--- src/rtl/decimator.sv ---
// Keep-one-in-R decimator placed after the FIR filter. R is loaded over the shared message bus.
// Optional DECIMATE_SUM_EN replaces pick-first with per-half integrate-and-dump over each R-sample group.
`ifndef MSG_WIDTH
`define MSG_WIDTH 32
`endif

module decimator #(
  parameter int WIDTH         = 32,
  parameter int MWIDTH        = 1,
  parameter int MAX_DECIM     = 16,
  parameter int DEFAULT_DECIM = 1,
  parameter int DECIM_ID      = 2
) (
  input  logic                  clk,
  input  logic                  rst_n,
  input  logic [WIDTH-1:0]      in_data,
  input  logic                  in_nd,
  input  logic [MWIDTH-1:0]     in_m,
  input  logic [`MSG_WIDTH-1:0] in_msg,
  input  logic                  in_msg_nd,
  output logic [WIDTH-1:0]      out_data,
  output logic                  out_nd,
  output logic [MWIDTH-1:0]     out_m,
  output logic [`MSG_WIDTH-1:0] out_msg,
  output logic                  out_msg_nd,
  output logic                  error
);
  localparam int MW = `MSG_WIDTH;
  localparam int RW = $clog2(MAX_DECIM + 1);
  localparam int HW = WIDTH / 2;
  localparam logic [MW-2:0] MAXV = (MW-1)'(MAX_DECIM);

  typedef enum logic {IDLE, WAIT_VAL} state_t;
  state_t state, state_nxt;

  logic          is_hdr, own_hdr, val_ok;
  logic [MW-2:0] val;
  logic          fwd, load_r, set_err;
  logic [RW-1:0] r, cnt;
  logic          last, emit;
  logic [WIDTH-1:0] data_nxt;

  assign is_hdr  = in_msg[MW-1];
  assign own_hdr = is_hdr && (in_msg[MW-2:MW-9] == 8'(DECIM_ID));
  assign val     = in_msg[MW-2:0];
  assign val_ok  = (val != '0) && (val <= MAXV);

  // A header seen while waiting for a value is flagged, then treated as fresh.
  always_comb begin
    state_nxt = state;
    fwd       = 1'b0;
    load_r    = 1'b0;
    set_err   = 1'b0;
    if (in_msg_nd) begin
      if (state == WAIT_VAL && !is_hdr) begin
        state_nxt = IDLE;
        if (val_ok) load_r  = 1'b1;
        else        set_err = 1'b1;
      end else begin
        if (state == WAIT_VAL) set_err = 1'b1;
        if (own_hdr) state_nxt = WAIT_VAL;
        else begin
          state_nxt = IDLE;
          fwd       = 1'b1;
        end
      end
    end
  end

  assign last = (cnt == r - RW'(1));

`ifdef DECIMATE_SUM_EN
  logic [HW-1:0] acc_re, acc_im, sum_re, sum_im;
  assign sum_re   = acc_re + in_data[WIDTH-1:HW];
  assign sum_im   = acc_im + in_data[HW-1:0];
  assign emit     = in_nd && last;
  assign data_nxt = {sum_re, sum_im};

  // Dump on the group's last sample; an R load also restarts the group.
  always_ff @(posedge clk) begin
    if (!rst_n) begin
      acc_re <= '0;
      acc_im <= '0;
    end else if (load_r || (in_nd && last)) begin
      acc_re <= '0;
      acc_im <= '0;
    end else if (in_nd) begin
      acc_re <= sum_re;
      acc_im <= sum_im;
    end
  end
`else
  assign emit     = in_nd && (cnt == '0);
  assign data_nxt = in_data;
`endif

  always_ff @(posedge clk) begin
    if (!rst_n) begin
      state      <= IDLE;
      r          <= RW'(DEFAULT_DECIM);
      cnt        <= '0;
      out_data   <= '0;
      out_nd     <= 1'b0;
      out_m      <= '0;
      out_msg    <= '0;
      out_msg_nd <= 1'b0;
      error      <= 1'b0;
    end else begin
      state      <= state_nxt;
      out_msg_nd <= fwd;
      out_nd     <= emit;
      if (set_err) error <= 1'b1;
      if (fwd) out_msg <= in_msg;
      if (emit) begin
        out_data <= data_nxt;
        out_m    <= in_m;
      end
      if (in_nd) cnt <= last ? '0 : cnt + RW'(1);
      // A concurrent sample already used the old R/counter; the load wins here.
      if (load_r) begin
        r   <= val[RW-1:0];
        cnt <= '0;
      end
    end
  end
endmodule
--- config.mk ---
export PLATFORM = sky130hd
export DESIGN_NAME = decimator
export DESIGN_NICKNAME = d
export VERILOG_FILES = /design/src/rtl/decimator.sv
export SDC_FILE = /design/constraint.sdc
export NUM_CORES = 1
export LEC_CHECK = 0
export CELL_PAD_IN_SITES_DETAIL_PLACEMENT = 1
export CELL_PAD_IN_SITES_GLOBAL_PLACEMENT = 1
export CORE_ASPECT_RATIO = 2
export CORE_MARGIN = 2
export CORE_UTILIZATION = 31
export DETAILED_ROUTE_END_ITERATION = 8
export GPL_TIMING_DRIVEN = 0
export MAX_ROUTING_LAYER = met4
export PLACE_DENSITY_LB_ADDON = 0.1
export RECOVER_POWER = 100
export SYNTH_ARGS = -nofsm -noshare
export SYNTH_HDL_FRONTEND = slang
export SYNTH_SLANG_ARGS = --single-unit
--- constraint.sdc ---
create_clock -name clk -period 2.4 [get_ports clk]
set_input_delay 0.48 -clock clk [delete_from_list [all_inputs] [get_ports clk]]
set_output_delay 0.48 -clock clk [all_outputs]
set_load 0.01 [all_outputs]
# Word-level counts from Yosys, hierarchy flattened
# Cells that the tools add are included.
# W data, S select, Z words.
[op_classes]
n_eq_ne = 2
n_lt_le_gt_ge = 1
bitwise_logic = 1
reduce_logical = 8
add_sub_neg = 2
muxes = 13
[op_table]
columns = ["operator", "n"]
rows = [
  ["$le A31 B5 Y1 const B", 1],
  ["$reduce_bool A31 Y1", 1],
  ["$mux W1", 12],
  ["$eq A8 B2 Y1 const B", 1],
  ["$add A5 B1 Y5 const B", 1],
  ["$eq A5 B5 Y1", 1],
  ["$logic_not A5 Y1", 1],
  ["$mux W5", 1],
  ["$sub A5 B1 Y5 const B", 1],
  ["$logic_and A1 B1 Y1", 4],
  ["$reduce_or A2 Y1", 1],
  ["$logic_not A1 Y1", 1],
  ["$not A1 Y1", 1],
]
[totals]
reg_bits = 79
output_inout_bits = 68
elab_cells = 36
in_bits = 69

# Longest topological paths before layout
# Gate-level depths: netlist of run 1.
[logic_depth]
depth_word = 6
mapped_depth = 8
mapped_depth_nobuf = 6

# Worst setup path after synthesis of run 1
# OpenSTA, ideal clock, no wires.
[synth_timing]
path_type = "in2reg"
start = "input in_msg[27]"
end = "register r[0]"
cell_stages = 4
n_path_buf = 0
required_ns = 2.328
slack_ns = 0.351
t_arrival_ns = 1.977
setup_ns = 0.072
cell_sequence = "or4_4 > nand4b_4 > nor4_4 > mux2i_1"
[synth_via]
elab_chain_cells = 5
elab_cells_between_ends = 6
cone_classes = "order compare (1); mux (3); reduce/logical (2)"
[synth_lines]
columns = ["element", "line", "text"]
rows = [
  ["start: declaration", "19", "input logic [`MSG_WIDTH-1:0] in_msg,"],
  ["$le A31 B5 Y1 / $reduce_bool A31 Y1 (equally long branches)", "46", "assign val_ok = (val != '0) && (val <= MAXV);"],
  ["$logic_and A1 B1 Y1 *", "46", ""],
  ["$mux W1 *", "57", "if (val_ok) load_r = 1'b1;"],
  ["$mux W1 *", "55", "if (state == WAIT_VAL && !is_hdr) begin"],
  ["$mux W1 *", "54", "if (in_msg_nd) begin"],
  ["end signal: assignment", "100", "r <= RW'(DEFAULT_DECIM);"],
  ["end signal: assignment", "121", "r <= val[RW-1:0];"],
  ["end: declaration", "39", "logic [RW-1:0] r, cnt;"],
]
# Mark *: on every way between the ends. The rest lies on a longest branch, timed or not.
# A chain may end at the register's enable or synchronous reset.

# Worst setup path after layout of run 1
[layout_timing]
start = "input in_msg[28]"
end = "register out_msg_nd"
[layout_via]
elab_chain_cells = 5
[layout_lines]
columns = ["element", "line", "text"]
rows = [
  ["$eq A8 B2 Y1", "44", "assign own_hdr = is_hdr && (in_msg[MW-2:MW-9] == 8'(DECIM_ID));"],
  ["$logic_and A1 B1 Y1", "44", ""],
  ["$mux W1", "61", "if (own_hdr) state_nxt = WAIT_VAL;"],
  ["$mux W1", "55", ""],
  ["$mux W1", "54", ""],
  ["end signal: assignment", "110", "out_msg_nd <= fwd;"],
  ["end: declaration", "25", "output logic out_msg_nd,"],
]
# Every way passes these cells.

==> metrics, run 1 <==
Register Area=1580 um^2; Slew HR=40.7%; Synth Register Bits=between 70 and 80; Worst Setup End Kind=flop; row count=53; YS warnings=0; Worst Clk Skew=0.00532 ns; vias in the first global route=around 3300; Mapped Nets=444; synthesis-to-layout area growth=55.2%; # clock sinks=79; first-pass GRT wire length=between 15000 and 20000 um; f_max=roughly 0.45 GHz; HP Class=reg2reg; die width=77.0 um; DIE AREA=~12000 um^2; Detailed Route WL=10200 um; Final setup viols=0; commonest non-fill, non-tap cell in the layout=nand2_1; worst hold slack=0.453 ns; worst-margin pin slew=0.879 ns; Tmin final=2.24 ns; Vias/cell=4.67; status=complete, no violations; Synth Area per Inst=8.87 um^2; CP startpoint kind=input port; pin count of the biggest net entering global routing=13; Clock Latency Late Sink=around 0.33 ns; post-synthesis cell type count=33; die height=about 150 um; via count=just over 3000; Num CTS Buffers=9; initial core utilization=a little under a third; CTS tree=done; Global Route Usage Sum=a little under a fifth; CTS resizes=0; share of layout cells above drive strength 1=4.59%; DRC Markers=0; crit path DAT=2.47 ns; I/O pin count=~140; First-pass DRT Iterations=3; initial antenna violation count=0; crit share post-route=roughly 93%; commonest cells after routing, fill and taps aside=nand2_1 (132), dfxtp_1 (79), dlygate4sd3_1 (68); Pleak=around 2.1 nW; CP required=roughly 2.6 ns; Final nets=591; Max Cap Viol=0; CTS H-tree lvls=3; synthesized instance count=approximately 370; kind of critical path=in2reg; Hold Path Origin=error; GRT overflow=0; Hold Vio Cnt, Final=0; mapped cell area=approximately 3300 um^2; clock transition at the registers of the reported paths=around 0.060 ns; Core ar.=10400 um^2; Hold-fix buffers, CTS=0; Pwr Total=about 3.4 mW; crit-path max FO=10; GPL Wtd Cong=0.719; antenna viol nets, final=0; Antenna Cells=0; Power Density=661 nW/um^2; Crit. Startpoint=in_msg[28]; Final Max Tran Viols=0; Fillers=1264; number of buffers inserted by port buffering=~130; reg2reg start=r[0]; area of the multi-input gates=~1600 um^2; CTS Root Cell=clkbuf_16; DRT iter0 DRCs=56; post-DP HPWL=8110 um; register area share after synthesis=47.9%; wire length per cell=around 15 um; unrepaired setup endpoints after global routing=false; worst vdd ir=0.459 mV; CTS Buffer Depth=2
-- cells by family (layout without fill, tap and decap cells) --
family / Yosys count / after routing / synth area share, %
and+or+nand+nor: 169 / 169 / 23.7
adders and majority gates: 3 / 3 / 1.14
DFF: 79 / 79 / 47.9
buffers and inverters: 29 / 180 / 3.41
xor gates and xnor gates: 13 / 13 / 3.45
muxes: 36 / 36 / 10.9
AOI/OAI and AO/OA: 43 / 43 / 9.48
-- cells in the mapped netlist, drive strengths merged --
master	n	share of area, %
nor3	7	1.4
o221a	1	0.34
nor4	6	1.6
and3	1	0.19
and2	3	0.57
mux2i	36	11
or4b	1	0.30
nor2	2	0.23
a21boi	34	7.7
ha	3	1.1
or4	1	0.34
nor4b	1	0.72
nand4b	1	0.72
nand3	4	0.61
a31oi	2	0.38
nand2	132	15
inv	6	0.68
dfxtp	79	48
xor2	6	1.6
buf	3	0.45
a21oi	2	0.30
and2b	1	0.27
or3	1	0.19
nor3b	1	0.23
xnor2	7	1.9
clkbuf	20	2.3
o21ai	3	0.45
nand4	3	0.57
o41ai	1	0.27
nand2b	1	0.19
nor2b	3	0.57
-- final timing paths --
path / slack (ns) / cells after the start / to
min: 0.45 / 2 / error
max: 0.16 / 6 / out_msg_nd
min reg2reg: 0.45 / 2 / error
max reg2reg: 0.35 / 6 / cnt[1]
-- area by class of cell --
type | count | area share (%)
multi-input combinational | 264 | 31.0
timing repair buffer | 136 | 26.5
clock inverter | 4 | 1.37
clock buffer | 11 | 4.74
sequential | 79 | 30.9
buffer | 23 | 1.76
inverter | 6 | 0.440
tap | 137 | 3.35
-- critical path: stages --
cell	delay [ns]
clkdlybuf4s50_1	0.44
or4_1	0.58
and2b_1	0.30
a31oi_1	0.20
buf_2	0.28
and2_1	0.19
-- metrics by stage --
stage,instance area (um^2),std cells,util (%),setup TNS [ns],setup slack [ns]
6_report,5120,660,49.2,0,0.157
5_1_grt,5120,660,49.2,0,0.0812
4_1_cts,5140,660,49.4,0,0.213
3_5_place_dp,4810,643,46.2,-6.22,-0.378
3_3_place_gp,4810,643,46.2,-6.63,-0.338
2_1_floorplan,3300,372,-,0,0.351
-- metal layers --
layer / vias up / global-route usage, % / part of all wire [%]
met4: 0 / 5.73 / 1.3
met1: 1461 / 17.8 / 35
met3: 9 / 4.95 / 5.1
met2: 91 / 37.0 / 58
met5: - / - / 0
li1: 1523 / - / -
-- report_power, final --
group	leakage (nW)	internal, mW	total, mW	switching (mW)
Clock	0.155	0.930	1.46	0.526
Combinational	1.33	0.267	0.503	0.236
Sequential	0.649	1.39	1.43	0.0369
-- repair_timing --
| action | CTS | global route |
|---|---|---|
| endpoints found under the hold margin | 0 | 0 |
| buffers inserted | 2 | 0 |
| endpoints found under the setup margin | 3 | 0 |
-- flip-flops by register name, summed over array words and instances, names as in the netlist --
name	cells
out_data	32
out_msg	32
cnt	5
r	5
error	1
out_m	1
out_msg_nd	1
out_nd	1
state	1
(Power assumes the default switching activity.)
==> run 2, diff against run 1 <==
--- a/config.mk
+++ b/config.mk
@@ -8,7 +8,7 @@
 export CELL_PAD_IN_SITES_DETAIL_PLACEMENT = 1
 export CELL_PAD_IN_SITES_GLOBAL_PLACEMENT = 1
 export CORE_ASPECT_RATIO = 2
-export CORE_MARGIN = 2
+export CORE_MARGIN = 10
 export CORE_UTILIZATION = 31
 export DETAILED_ROUTE_END_ITERATION = 8
 export GPL_TIMING_DRIVEN = 0
==> metrics, run 2 (same netlist as run 1, synthesis figures left out) <==
initial core utilization=about a third; Fillers=about 1300; antenna viol nets, final=0; Layout Cells excl Fill=around 660; commonest non-fill, non-tap cell in the layout=nand2_1; row count=53; Detailed Route WL=around 11000 um; Num CTS Buffers=9; DRT iter0 DRCs=48; hold depth=2; crit path cell chain=clkdlybuf4s50_1, or4_4, and2b_1, a31oi_1, buf_2, and2_0; Slew HR=between 30% and 40%; reg2reg start=r[0]; f_max=approximately 0.45 GHz; setup TNS=0 ns; DRC Markers=0; via count=3054; vias in the first global route=about 3500; Pleak=between 2 and 2.5 nW; Switching Fraction=23.5%; Internal=2.55 mW; die height=166 um; CTS Buffer Depth=2; Max Cap Viol=0; clock share of power=42.1%; unrepaired setup endpoints after global routing=false; Worst Clk Skew=roughly 0.0066 ns; combinational share of power=between 15 and 20%; Hold Vio Cnt, Final=0; worst-margin pin slew=around 0.95 ns; Final nets=between 500 and 600; crit share post-route=93.2%; wire length per cell=roughly 17 um; hold endpoint=out_msg[22]; worst vdd ir=around 0.40 mV; Global Route Usage Sum=around 15%; share of layout cells above drive strength 1=under 10%; Final setup viols=0; crit path DAT=between 2 and 2.5 ns; Power Density=652 nW/um^2; Post-Place Worst Slack=-0.377 ns; CP startpoint kind=input port; CP max stage delay=between 0.5 and 0.6 ns; # clock sinks=~80; commonest cells after routing, fill and taps aside=nand2_1 (132), dfxtp_1 (79), dlygate4sd3_1 (69); CTS Root Cell=clkbuf_16; post-DP HPWL=between 9000 and 10000 um; initial antenna violation count=0; CP required=2.63 ns; Clock Latency Late Sink=0.33 ns; Largest regs=out_data: 32 flops, out_msg: 32 flops; die width=approximately 93 um; CTS resizes=0; Vias/cell=approximately 4.6; Slowest cell on crit path=or4_4; Worst Setup End Kind=flop; Tmin final=2.24 ns; GRT overflow=0; Worst R2R Path Depth=6; I/O pin count=~140; dpl cells=approximately 640; CTS tree=done; pin count of the biggest net entering global routing=13; DIE AREA=15400 um^2; First-pass DRT Iterations=4; final worst slack=roughly 0.16 ns; Final Max Tran Viols=0; CTS H-tree lvls=3; number of buffers inserted by port buffering=134; status=complete, no violations; clock transition at the registers of the reported paths=roughly 0.060 ns; GPL Wtd Cong=0.715; first-pass GRT wire length=between 15000 and 20000 um; HP Class=reg2reg; Hold Path Origin=out_msg[22]; kind of critical path=in2reg; synthesis-to-layout area growth=55.1%; Antenna Cells=0; Core ar.=about 10000 um^2; Reg power frac=42.7%; switching pwr=784 uW; worst hold slack=~0.45 ns; crit-path max FO=10; R2R Path End=cnt[2]; Reg2Reg Setup Slack=about 0.27 ns
-- run 2: changes by cell type in the layout (fill, tap and decap cells not counted) --
cell and delta:
clkinvlp_4 +1, and2_1 -1, clkinv_2 -1, clkbuf_8 -1, buf_4 -2, or4_1 -1
or4_4 +1, and2_0 +1, clkdlybuf4s50_1 -1, buf_12 +1, dlygate4sd3_1 +1
-- run 2: power groups by stage --
stage	combinational [mW]	sequential, mW	clock, mW
4_1_cts	0.555	1.43	1.45
3_5_place_dp	0.552	1.46	0
3_3_place_gp	0.539	1.45	0
6_report	0.509	1.42	1.40
2_1_floorplan	0.172	1.49	0
5_1_grt	0.563	1.43	1.52
-- run 2: metrics by stage --
stage / power [mW] / area (um^2) / util, %
floorplan: 1.66 / 3300 / -
global placement: 1.99 / 4810 / 45.9
detailed placement: 2.01 / 4810 / 45.9
CTS: 3.44 / 5130 / 49.0
global route: 3.52 / 5120 / 48.9
finish: 3.34 / 5120 / 48.9
-- run 2: cell type report --
class                           count  area, um^2  area share (%)
Multi-Input combinational cell    264        1590            31.1
Sequential cell                    79        1580            30.9
Timing Repair Buffer              135        1360            26.6
Clock buffer                       10         229            4.47
Tap cell                          137         171            3.35
Buffer                             23        90.1            1.76
Clock inverter                      4        72.6            1.42
Inverter                            6        22.5           0.440
-- run 2: metal layers --
| metal | vias up | part of all wire, % | track usage [%] |
|---|---|---|---|
| met4 | 0 | 1.2 | 4.86 |
| met2 | 88 | 58 | 29.0 |
| met5 | - | 0 | - |
| met3 | 11 | 4.5 | 4.12 |
| met1 | 1436 | 36 | 14.1 |
| li1 | 1519 | - | - |
-- run 2: repair_timing --
item,in CTS,in global routing
setup endpoints to repair,8,0
hold buffers,0,0
setup buffers,1,0
-- run 2: critical path: cells and delay by family --
family | cells | cell delay (ns)
AND/OR/NAND/NOR | 3 | 1.04
buffers and inverters | 2 | 0.72
AO/OA/AOI/OAI | 1 | 0.21
-- run 2: how the worst max path moves through the flow --
| stage | startpoint | endpoint | slack, ns | cells after the start |
|---|---|---|---|---|
| 2_1_floorplan | in_msg[27] | r[0] | 0.35 | 4 |
| 3_3_place_gp | in_msg[27] | r[4] | -0.35 | 5 |
| 3_5_place_dp | in_msg[27] | r[1] | -0.38 | 5 |
| 5_1_grt | in_msg_nd | r[4] | 0.07 | 5 |
| 4_1_cts | in_msg[27] | out_msg[29] | 0.15 | 6 |
| 6_report | in_msg[27] | out_msg_nd | 0.16 | 6 |
